===== config.mk =====
export PLATFORM = sky130hd
export DESIGN_NAME = lcd_bus_driver
export DESIGN_NICKNAME = d
export VERILOG_FILES = /design/src/rtl/lcd_bus_driver.sv
export SDC_FILE = /design/constraint.sdc
export NUM_CORES = 1
export LEC_CHECK = 0
export ABC_CLOCK_PERIOD_IN_PS = 3400
export BUFFER_PORTS_ARGS = -buffer_cell sky130_fd_sc_hd__clkbuf_2
export CORE_MARGIN = 2
export CORE_UTILIZATION = 45
export CTS_CLUSTER_SIZE = 8
export DETAILED_ROUTE_END_ITERATION = 10
export HOLD_SLACK_MARGIN = 0.06
export PLACE_DENSITY = 0.61
export SYNTH_ARGS = -nofsm -noshare
export SYNTH_HDL_FRONTEND = slang
export SYNTH_SLANG_ARGS = --single-unit
export TNS_END_PERCENT = 10

===== constraint.sdc =====
create_clock -name clk_i -period 3.4 [get_ports clk_i]
set_input_delay 0.34 -clock clk_i [delete_from_list [all_inputs] [get_ports clk_i]]
set_output_delay 0.34 -clock clk_i [all_outputs]
set_load 0.005 [all_outputs]

===== src/rtl/lcd_bus_driver.sv =====
// Write-only HD44780 bus timing engine: power-up init, then one {RS,RW,D} word per handshake.
// Latency: word accepted on the edge enb_i=1 & rdy_o=1; E rises T_SETUP cycles later.
// Backpressure: rdy_o low for setup+pulse+hold+execution wait; enb_i while rdy_o=0 is dropped.
//
// Ports:
//   clk_i         system clock, all logic on posedge
//   rst_i         synchronous active-high reset
//   data_in_i     [9]=RS, [8]=RW (ignored, writes only), [7:0]=byte
//   enb_i         write strobe from the sequencer
//   rdy_o         1 = idle, next word may be issued
//   init_done_o   1 once the init sequence completed, held until reset
//   lcd_rs_o/lcd_rw_o/lcd_e_o/lcd_db_o   registered LCD pins (lcd_rw_o is always 0)
module lcd_bus_driver #(
    parameter int T_POWERUP  = 750000,
    parameter int T_SETUP    = 4,
    parameter int T_EPULSE   = 13,
    parameter int T_HOLD     = 2,
    parameter int T_CMD_WAIT = 2500,
    parameter int T_CLR_WAIT = 82000,
    parameter int T_INIT1    = 205000,
    parameter int T_INIT2    = 5000
) (
    input  logic       clk_i,
    input  logic       rst_i,
    input  logic [9:0] data_in_i,
    input  logic       enb_i,
    output logic       rdy_o,
    output logic       init_done_o,
    output logic       lcd_rs_o,
    output logic       lcd_rw_o,
    output logic       lcd_e_o,
    output logic [7:0] lcd_db_o
);

    function automatic int max2(input int a, input int b);
        return (a > b) ? a : b;
    endfunction

    localparam int T_MAX = max2(max2(max2(T_POWERUP, T_SETUP), max2(T_EPULSE, T_HOLD)),
                                max2(max2(T_CMD_WAIT, T_CLR_WAIT), max2(T_INIT1, T_INIT2)));
    localparam int CW = $clog2(T_MAX) + 1;
    typedef logic [CW-1:0] cnt_t;

    localparam logic [2:0] LAST_IDX = 3'd6;

    typedef enum logic [2:0] {
        PWRUP_WAIT, INIT_LOAD, IDLE, SETUP, E_HIGH, HOLD, EXEC_WAIT
    } state_t;

    function automatic logic [7:0] rom_byte(input logic [2:0] idx);
        case (idx)
            3'd0, 3'd1, 3'd2, 3'd3: rom_byte = 8'h38;
            3'd4:                   rom_byte = 8'h0C;
            3'd5:                   rom_byte = 8'h01;
            3'd6:                   rom_byte = 8'h06;
            default:                rom_byte = 8'h00;
        endcase
    endfunction

    state_t     state_q, state_d;
    cnt_t       cnt_q, cnt_d;
    logic [2:0] idx_q, idx_d;
    logic       rs_q, rs_d;
    logic [7:0] db_q, db_d;
    logic       e_q, e_d;
    logic       rdy_q, rdy_d;
    logic       done_q, done_d;
    logic       rw_q;
    cnt_t       wait_sel;
    logic       cnt_zero;
    logic       accept;
    logic       rw_unused;

    // The RW bit of a word has no effect: the bus only ever writes.
    assign rw_unused = data_in_i[8];

    assign cnt_zero = (cnt_q == '0);
    assign accept   = (state_q == IDLE) && enb_i && rdy_q;

    // Execution wait for the word currently on the bus. The first two init
    // entries have their own long waits; clear/return-home are slow commands.
    always_comb begin
        wait_sel = cnt_t'(T_CMD_WAIT);
        if (!done_q && idx_q == 3'd0) begin
            wait_sel = cnt_t'(T_INIT1);
        end else if (!done_q && idx_q == 3'd1) begin
            wait_sel = cnt_t'(T_INIT2);
        end else if (!rs_q && (db_q == 8'h01 || db_q == 8'h02 || db_q == 8'h03)) begin
            wait_sel = cnt_t'(T_CLR_WAIT);
        end
    end

    // State register
    always_ff @(posedge clk_i) begin
        if (rst_i) begin
            state_q <= PWRUP_WAIT;
            cnt_q   <= '0;
            idx_q   <= '0;
            rs_q    <= 1'b0;
            db_q    <= 8'h00;
            e_q     <= 1'b0;
            rdy_q   <= 1'b0;
            done_q  <= 1'b0;
            rw_q    <= 1'b0;
        end else begin
            state_q <= state_d;
            cnt_q   <= cnt_d;
            idx_q   <= idx_d;
            rs_q    <= rs_d;
            db_q    <= db_d;
            e_q     <= e_d;
            rdy_q   <= rdy_d;
            done_q  <= done_d;
            rw_q    <= 1'b0;
        end
    end

    // Next-state logic. The counter is loaded with (T-1) on entry so a state
    // lasts exactly T cycles; the power-up wait starts from the cleared
    // counter and counts up instead, giving T_POWERUP cycles after reset.
    always_comb begin
        state_d = state_q;
        cnt_d   = cnt_q;
        idx_d   = idx_q;
        case (state_q)
            PWRUP_WAIT: begin
                if (cnt_q == cnt_t'(T_POWERUP - 1)) begin
                    state_d = INIT_LOAD;
                    cnt_d   = '0;
                end else begin
                    cnt_d = cnt_q + cnt_t'(1);
                end
            end
            INIT_LOAD: begin
                state_d = SETUP;
                cnt_d   = cnt_t'(T_SETUP - 1);
            end
            IDLE: begin
                if (accept) begin
                    state_d = SETUP;
                    cnt_d   = cnt_t'(T_SETUP - 1);
                end
            end
            SETUP: begin
                if (cnt_zero) begin
                    state_d = E_HIGH;
                    cnt_d   = cnt_t'(T_EPULSE - 1);
                end else begin
                    cnt_d = cnt_q - cnt_t'(1);
                end
            end
            E_HIGH: begin
                if (cnt_zero) begin
                    state_d = HOLD;
                    cnt_d   = cnt_t'(T_HOLD - 1);
                end else begin
                    cnt_d = cnt_q - cnt_t'(1);
                end
            end
            HOLD: begin
                if (cnt_zero) begin
                    state_d = EXEC_WAIT;
                    cnt_d   = wait_sel - cnt_t'(1);
                end else begin
                    cnt_d = cnt_q - cnt_t'(1);
                end
            end
            EXEC_WAIT: begin
                if (cnt_zero) begin
                    cnt_d = '0;
                    if (done_q || idx_q == LAST_IDX) begin
                        state_d = IDLE;
                    end else begin
                        state_d = INIT_LOAD;
                        idx_d   = idx_q + 3'd1;
                    end
                end else begin
                    cnt_d = cnt_q - cnt_t'(1);
                end
            end
            default: begin
                state_d = PWRUP_WAIT;
                cnt_d   = '0;
            end
        endcase
    end

    // Output logic: next values of the registered pins. The bus is loaded
    // only from the init ROM or on acceptance, so it can never move under E.
    always_comb begin
        rs_d = rs_q;
        db_d = db_q;
        if (state_q == INIT_LOAD) begin
            rs_d = 1'b0;
            db_d = rom_byte(idx_q);
        end else if (accept) begin
            rs_d = data_in_i[9];
            db_d = data_in_i[7:0];
        end
        e_d    = (state_d == E_HIGH);
        rdy_d  = (state_d == IDLE);
        // IDLE is only reachable once the init ROM has been played out.
        done_d = done_q | (state_d == IDLE);
    end

    assign rdy_o       = rdy_q;
    assign init_done_o = done_q;
    assign lcd_rs_o    = rs_q;
    assign lcd_rw_o    = rw_q;
    assign lcd_e_o     = e_q;
    assign lcd_db_o    = db_q;

endmodule

==> metrics.md, run 1 <==
| Metric | Value |
|---|---|
| Status | complete, no violations |
| Critical path peak fanout | 11 |
| Rows | 30 |
| Unrepaired setup endpoints after global routing | false |
| Post-CTS sizing | 0 |
| Leakage | between 1 and 1.5 nW |
| Clk sinks | 39 |
| Yosys cell types | 65 |
| Hold depth | 3 |
| Gr ovfl total | 0 |
| Total track usage | 0.246 |
| Clock latency on the worst-skew pair | 0.30 ns |
| TritonCTS clock tree | yes |
| # hold bufs at CTS | 0 |
| M3 GR Usage | 0.0305 |
| Async set or reset register ratio after synthesis | 0 |
| Die Y | between 80 and 90 um |
| Die area | ~7500 sq um |
| Die W | roughly 87 um |
| Pwr per Cell Area | 563 nW/um^2 |
| Hold Startpoint | data_in_i[6] |
| Largest net degree at the start of global routing | 31 |
| Worst path slowest cell | or4_1 |
| Slew HR | 0.604 |
| Total iterations of the first detailed-routing run | 5 |
| Detailed placement HPWL | between 6 and 7 mm |
| Delay-heaviest family, CP | simple AND/OR/NAND/NOR gates |
| First-pass GRT wire length | roughly 15 mm |
| Drt wl/cell | between 15 and 20 um |
| DR iter-0 viols | ~300 |
| Critical path buffers and inverters | 0 |
| Number of max-cap violations | 0 |
| Layout fillers | between 600 and 700 |
| Initial Utilization | 0.459 |
| Sequential area share after synthesis | 0.255 |
| Via density | ~6.4 |
| Mapped cell area | slightly above 3000 sq um |
| # setup viols final | 0 |
| Clock transition at path regs | approximately 0.080 ns |
| Count leader, synth | dfxtp_1 |
| Synth Area per Inst | 7.48 sq um |
| Layout area overhead | 8.41% |
| Core Area | between 6000 and 7000 sq um |
| Nets | 445 |
| Final period util | 0.826 |
| CP Launch Type | flip-flop |
| Slew Viols, Final | 0 |
| # diodes | 0 |
| Synth Flop Type | dfxtp_1 |
| Synth area leader | dfxtp_1 |
| Layout cells sized above 1 | 0.140 |
| Gp weighted congestion | about 0.95 |
| Skew final | between 0.005 and 0.006 ns |
| Mapped Cells | 410 |
| Final min period | 2.81 ns |
| CTS buffer count | 5 |
| R2r endpoint | cnt_q[16] |
| Commonest cells in the netlist | dfxtp_1 (39), nor3_1 (38), a21oi_1 (35), nand2_1 (32), nor2_1 (29) |
| Fmax | approximately 360 MHz |
| Max incr delay on CP | ~0.68 ns |
| IO Count | 26 |
| Antenna-violating nets left | 0 |
| Worst-case clock buffer depth | 2 |
| Cells along the critical path | or4_4, or4_1, o21ai_2, nor3_1, a2111oi_2, a21oi_1 |
| Initial antenna violation count | 0 |
| Worst VDD drop | about 0.39 mV |
| Via count | 3225 |
| Sum Neg Setup Slack | 0 ns |
| Synth top area share | 0.255 |
| Met2 GRT Util | 0.404 |
| DRC Markers | 0 |
| WS Path Type | reg -> reg |
| Area contributors post-synth | dfxtp_1 (25%), nor3_1 (6.2%), a21oi_1 (5.7%), ha_1 (4.1%), nand2_1 (3.9%) |
| Tightest Pin Transition | approximately 0.6 ns |
| IO buf count | 23 |
| CTS Root Cell | clkbuf_8 |
| Tot Pwr | approximately 1.9 mW |
| CP Data Required Time | around 3.6 ns |
| Element type at the critical path end | flip-flop |
| Worst Hold End | lcd_db_o[6] |
| H-tree Lvls | 2 |
| Number of global-route vias before repair | around 3000 |
| Routed WL | approximately 9 mm |
| Path type of the worst min-delay path | in -> reg |
| Post-synth EDFFs | 0 |
| Yosys warning count | 0 |
| Worst reg2reg path depth | 6 |
| Setup bufs post-CTS | 0 |
| Hold Fails Final Rpt | 0 |
| FF+latch count, synth | 39 |
| Met1 usage | 0.336 |
| Most Used Layer, Global Route | met2 |
| Flop-to-flop setup slack | about 0.59 ns |
| Arrival time worst endpoint | 2.99 ns |
| Total nets after synthesis | 433 |
| Reg-to-reg startpoint | cnt_q[2] |
==> metal layers <==
layer	up-vias	wire length [um]
li1	1556	-
met1	1520	4100
met2	136	4260
met3	13	587
met4	0	146
met5	-	0
==> logic make-up (layout without fill, tap and decap cells) <==
kind of cell	Yosys count	in the layout	synth area share
simple gates	181	181	0.316
xor+xnor	19	19	0.0543
mux	10	10	0.0331
compound gates	111	111	0.242
buf+inv	39	51	0.0588
other cells	1	1	0.00122
flops	39	39	0.255
fa+ha+maj	10	10	0.0408
==> power breakdown <==
part / switching [mW] / internal (mW) / total, mW
Sequential: 0.0606 / 0.497 / 0.558
Clock: 0.171 / 0.159 / 0.331
Combinational: 0.615 / 0.368 / 0.983
Total: 0.847 / 1.02 / 1.87
==> stage by stage <==
stage | instances | instance area [sq um] | util | worst slack, ns | hold WS [ns]
6_report | 502 | 3320 | 0.497 | 0.591 | 0.330
5_1_grt | 502 | 3320 | 0.497 | 0.439 | 0.345
4_1_cts | 502 | 3320 | 0.497 | 0.603 | 0.333
3_5_place_dp | 495 | 3240 | 0.484 | 0.620 | 0.539
3_3_place_gp | 495 | 3240 | 0.484 | 0.646 | 0.532
2_1_floorplan | 410 | 3070 | - | 1.01 | 0.498
==> tightest hold or removal path, delay by kind of cell <==
family	cells	cell delay (ns)
muxes	1	0.06
buffers and inverters	1	0.07
and+or+nand+nor	1	0.11
==> worst max-delay path by stage <==
stage | end | startpoint | cells after the start
after floorplan | cnt_q[16] | cnt_q[3] | 8
after global placement | cnt_q[16] | cnt_q[2] | 6
after detailed placement | cnt_q[16] | cnt_q[2] | 6
after CTS | cnt_q[16] | cnt_q[2] | 6
after global routing | state_q[0] | cnt_q[15] | 6
final | cnt_q[16] | cnt_q[2] | 6
==> cells in the final DEF (no fill, tap or decap), drive strengths merged, types with 3 or more instances in the layout <==
| cell type | Yosys | layout |
|---|---|---|
| dfxtp | 39 | 39 |
| nor3 | 38 | 38 |
| a21oi | 35 | 35 |
| nand2 | 32 | 32 |
| nor2 | 31 | 31 |
| clkbuf | 22 | 29 |
| o21ai | 21 | 21 |
| buf | 11 | 15 |
| nand3 | 12 | 12 |
| a31oi | 11 | 11 |
| nand4 | 10 | 10 |
| nand2b | 10 | 10 |
| xor2 | 10 | 10 |
| ha | 10 | 10 |
| xnor2 | 9 | 9 |
| mux2i | 9 | 9 |
| or3 | 8 | 8 |
| nor4 | 8 | 8 |
| or4 | 8 | 8 |
| inv | 5 | 5 |
| o211ai | 5 | 5 |
| a211oi | 5 | 5 |
| nor2b | 5 | 5 |
| and3 | 4 | 4 |
| nor3b | 4 | 4 |
| a2111oi | 4 | 4 |
| o22ai | 3 | 3 |
| a311oi | 3 | 3 |
| a221o | 3 | 3 |
| a21o | 3 | 3 |
==> layout make-up <==
type / count / area [sq um] / area share
Inverter: 6 / 22.5 / 0.00678
Timing Repair Buffer: 38 / 228 / 0.0685
Multi-Input combinational cell: 332 / 2100 / 0.633
Clock inverter: 1 / 5.00 / 0.00151
Tap cell: 80 / 100 / 0.0301
Clock buffer: 6 / 82.6 / 0.0248
Sequential cell: 39 / 781 / 0.235
==> sequential cells by signal, summed over array words and instances (netlist names) <==
register     flops
lcd_rs_o         1
rdy_o            1
lcd_e_o          1
init_done_o      1
state_q          3
cnt_q           21
idx_q            3
lcd_db_o         8
Power figures use the tool's default switching activity.
==> run 2: changes to the inputs <==
--- a/config.mk
+++ b/config.mk
@@ -5,14 +5,14 @@
 export SDC_FILE = /design/constraint.sdc
 export NUM_CORES = 1
 export LEC_CHECK = 0
-export ABC_CLOCK_PERIOD_IN_PS = 3400
+export ABC_CLOCK_PERIOD_IN_PS = 2300
 export BUFFER_PORTS_ARGS = -buffer_cell sky130_fd_sc_hd__clkbuf_2
 export CORE_MARGIN = 2
 export CORE_UTILIZATION = 45
 export CTS_CLUSTER_SIZE = 8
 export DETAILED_ROUTE_END_ITERATION = 10
 export HOLD_SLACK_MARGIN = 0.06
-export PLACE_DENSITY = 0.61
+export PLACE_DENSITY = 0.63
 export SYNTH_ARGS = -nofsm -noshare
 export SYNTH_HDL_FRONTEND = slang
 export SYNTH_SLANG_ARGS = --single-unit
==> constraint.sdc (replaced) <==
create_clock -name clk_i -period 2.3 [get_ports clk_i]
set_input_delay 0.23 -clock clk_i [delete_from_list [all_inputs] [get_ports clk_i]]
set_output_delay 0.23 -clock clk_i [all_outputs]
set_load 0.005 [all_outputs]
==> metrics.md, run 2 (same netlist as run 1, synthesis figures left out) <==
| Metric | Value |
|---|---|
| Commonest non-fill, non-tap cell in the layout | buf_4 |
| Worst-case clock buffer depth | 2 |
| Arrival time worst endpoint | ~2.6 ns |
| CP Launch Type | flip-flop |
| Hold WS | 0.214 ns |
| CP Data Required Time | 2.53 ns |
| First-pass GRT wire length | roughly 16 mm |
| Clock transition at path regs | around 0.090 ns |
| CTS Root Cell | clkbuf_8 |
| Antenna-violating nets left | 0 |
| Status | finished with violations |
| Total iterations of the first detailed-routing run | 5 |
| Clk sinks | 39 |
| Initial antenna violation count | 0 |
| IO Count | 26 |
| Pre-CTS setup slack | -0.0966 ns |
| Drt wl/cell | 17.9 um |
| Total track usage | 0.282 |
| Most frequent cells in the layout | buf_4 (85), dfxtp_1 (36), nor3_1 (35) |
| Max reg flops | 21 |
| Flop-to-flop setup slack | -0.07 ns |
| Leakage | between 1.5 and 2 nW |
| H-tree Lvls | 2 |
| DR iter-0 viols | 337 |
| Layout cells sized above 1 | 0.298 |
| Critical path peak fanout | 7 |
| Slew Viols, Final | 0 |
| Nets | ~520 |
| Die area | between 7000 and 8000 sq um |
| Sum Neg Setup Slack | -0.113 ns |
| CTS buffer count | 5 |
| Core Area | ~6700 sq um |
| Setup ws final | -0.0651 ns |
| Via count | between 3000 and 4000 |
| Via density | 6.22 |
| Final min period | roughly 2.4 ns |
| # setup viols final | 6 |
| Number of global-route vias before repair | 3350 |
| WS Path Type | reg -> reg |
| IO buf count | 23 |
| Worst VDD drop | approximately 0.62 mV |
| # diodes | 0 |
| Die Y | just under 90 um |
| Unrepaired setup endpoints after global routing | true |
| TritonCTS clock tree | yes |
| Fmax | roughly 420 MHz |
| Final period util | 1.03 |
| Gp weighted congestion | 0.980 |
| Number of max-cap violations | 0 |
| Pwr per Cell Area | 866 nW/um^2 |
| DRC Markers | 0 |
| Gr ovfl total | 0 |
| Hold Fails Final Rpt | 0 |
| # hold bufs at CTS | 0 |
| Rows | 30 |
| Largest Register | cnt_q |
| Element type at the critical path end | flip-flop |
| Tightest Pin Transition | roughly 0.57 ns |
| Clock latency on the worst-skew pair | roughly 0.31 ns |
| Largest net degree at the start of global routing | between 40 and 50 |
| Skew final | a little over 0.008 ns |
| Post-layout util | 0.600 |
| Slew HR | 0.616 |
| Path type of the worst min-delay path | in -> reg |
| Layout area overhead | 30.8% |
| Tot Pwr | approximately 3.5 mW |
| Initial Utilization | 0.459 |
| Failing checks | negative setup slack |
| Routed WL | slightly above 10 mm |
| Detailed placement HPWL | roughly 7.7 mm |
| Die W | between 80 and 90 um |
## run 2: cell count changes in the layout (fill, tap and decap cells not counted), moves of 3 or more
cell     before  now
buf_4        15   85
dfxtp_1      39   36
dfxtp_2       0    3
nor3_1       38   35
nor3_2        0    3
o21ai_0      18   15
## run 2: final cells by class
cell class,count,area [sq um]
clock buffers,5,68.8
clock inverters,3,67.6
fillers,638,2670
inverters,6,22.5
multi-input cells,332,2170
flip-flops and latches,39,785
well taps,80,100
repair buffers,111,796
## run 2: routing by layer
layer	vias up	track usage	part of all wire
met5	-	0	0
met3	40	0.0533	0.070
met1	1663	0.362	0.42
li1	1701	-	-
met2	177	0.447	0.46
met4	0	0.153	0.047
## run 2: worst paths after layout
path                startpoint           to  cells past startpoint
setup / recovery      cnt_q[2]  init_done_o                      6
hold / removal    data_in_i[9]     lcd_rs_o                      3
setup reg to reg      cnt_q[2]  init_done_o                      6
hold reg to reg    lcd_db_o[7]  lcd_db_o[7]                      2
## run 2: what timing repair did
item	in CTS	in global routing
gates resized for setup	7	14
endpoints found under the setup margin	18	26
pin swaps	5	5
buffers inserted	1	2
## run 2: metrics by stage
step	std cells	area [sq um]
after floorplan	410	3080
after global placement	565	3770
after detailed placement	565	3770
after CTS	574	3950
after global routing	576	4010
final	576	4010
## run 2: worst max-delay path, cell delays in order (launching register included)
cell,delay [ns]
dfxtp_2,0.33
or4_4,0.56
or4_4,0.59
o21ai_4,0.16
nand3_1,0.08
a221o_1,0.35
o31ai_2,0.23
## run 2: power breakdown
group / switching [mW] / total (mW) / leakage, nW / internal (mW)
combinational: 1.09 / 1.96 / 1.25 / 0.875
sequential: 0.0497 / 0.788 / 0.316 / 0.738
clock: 0.290 / 0.723 / 0.0644 / 0.433
total: 1.42 / 3.47 / 1.63 / 2.05
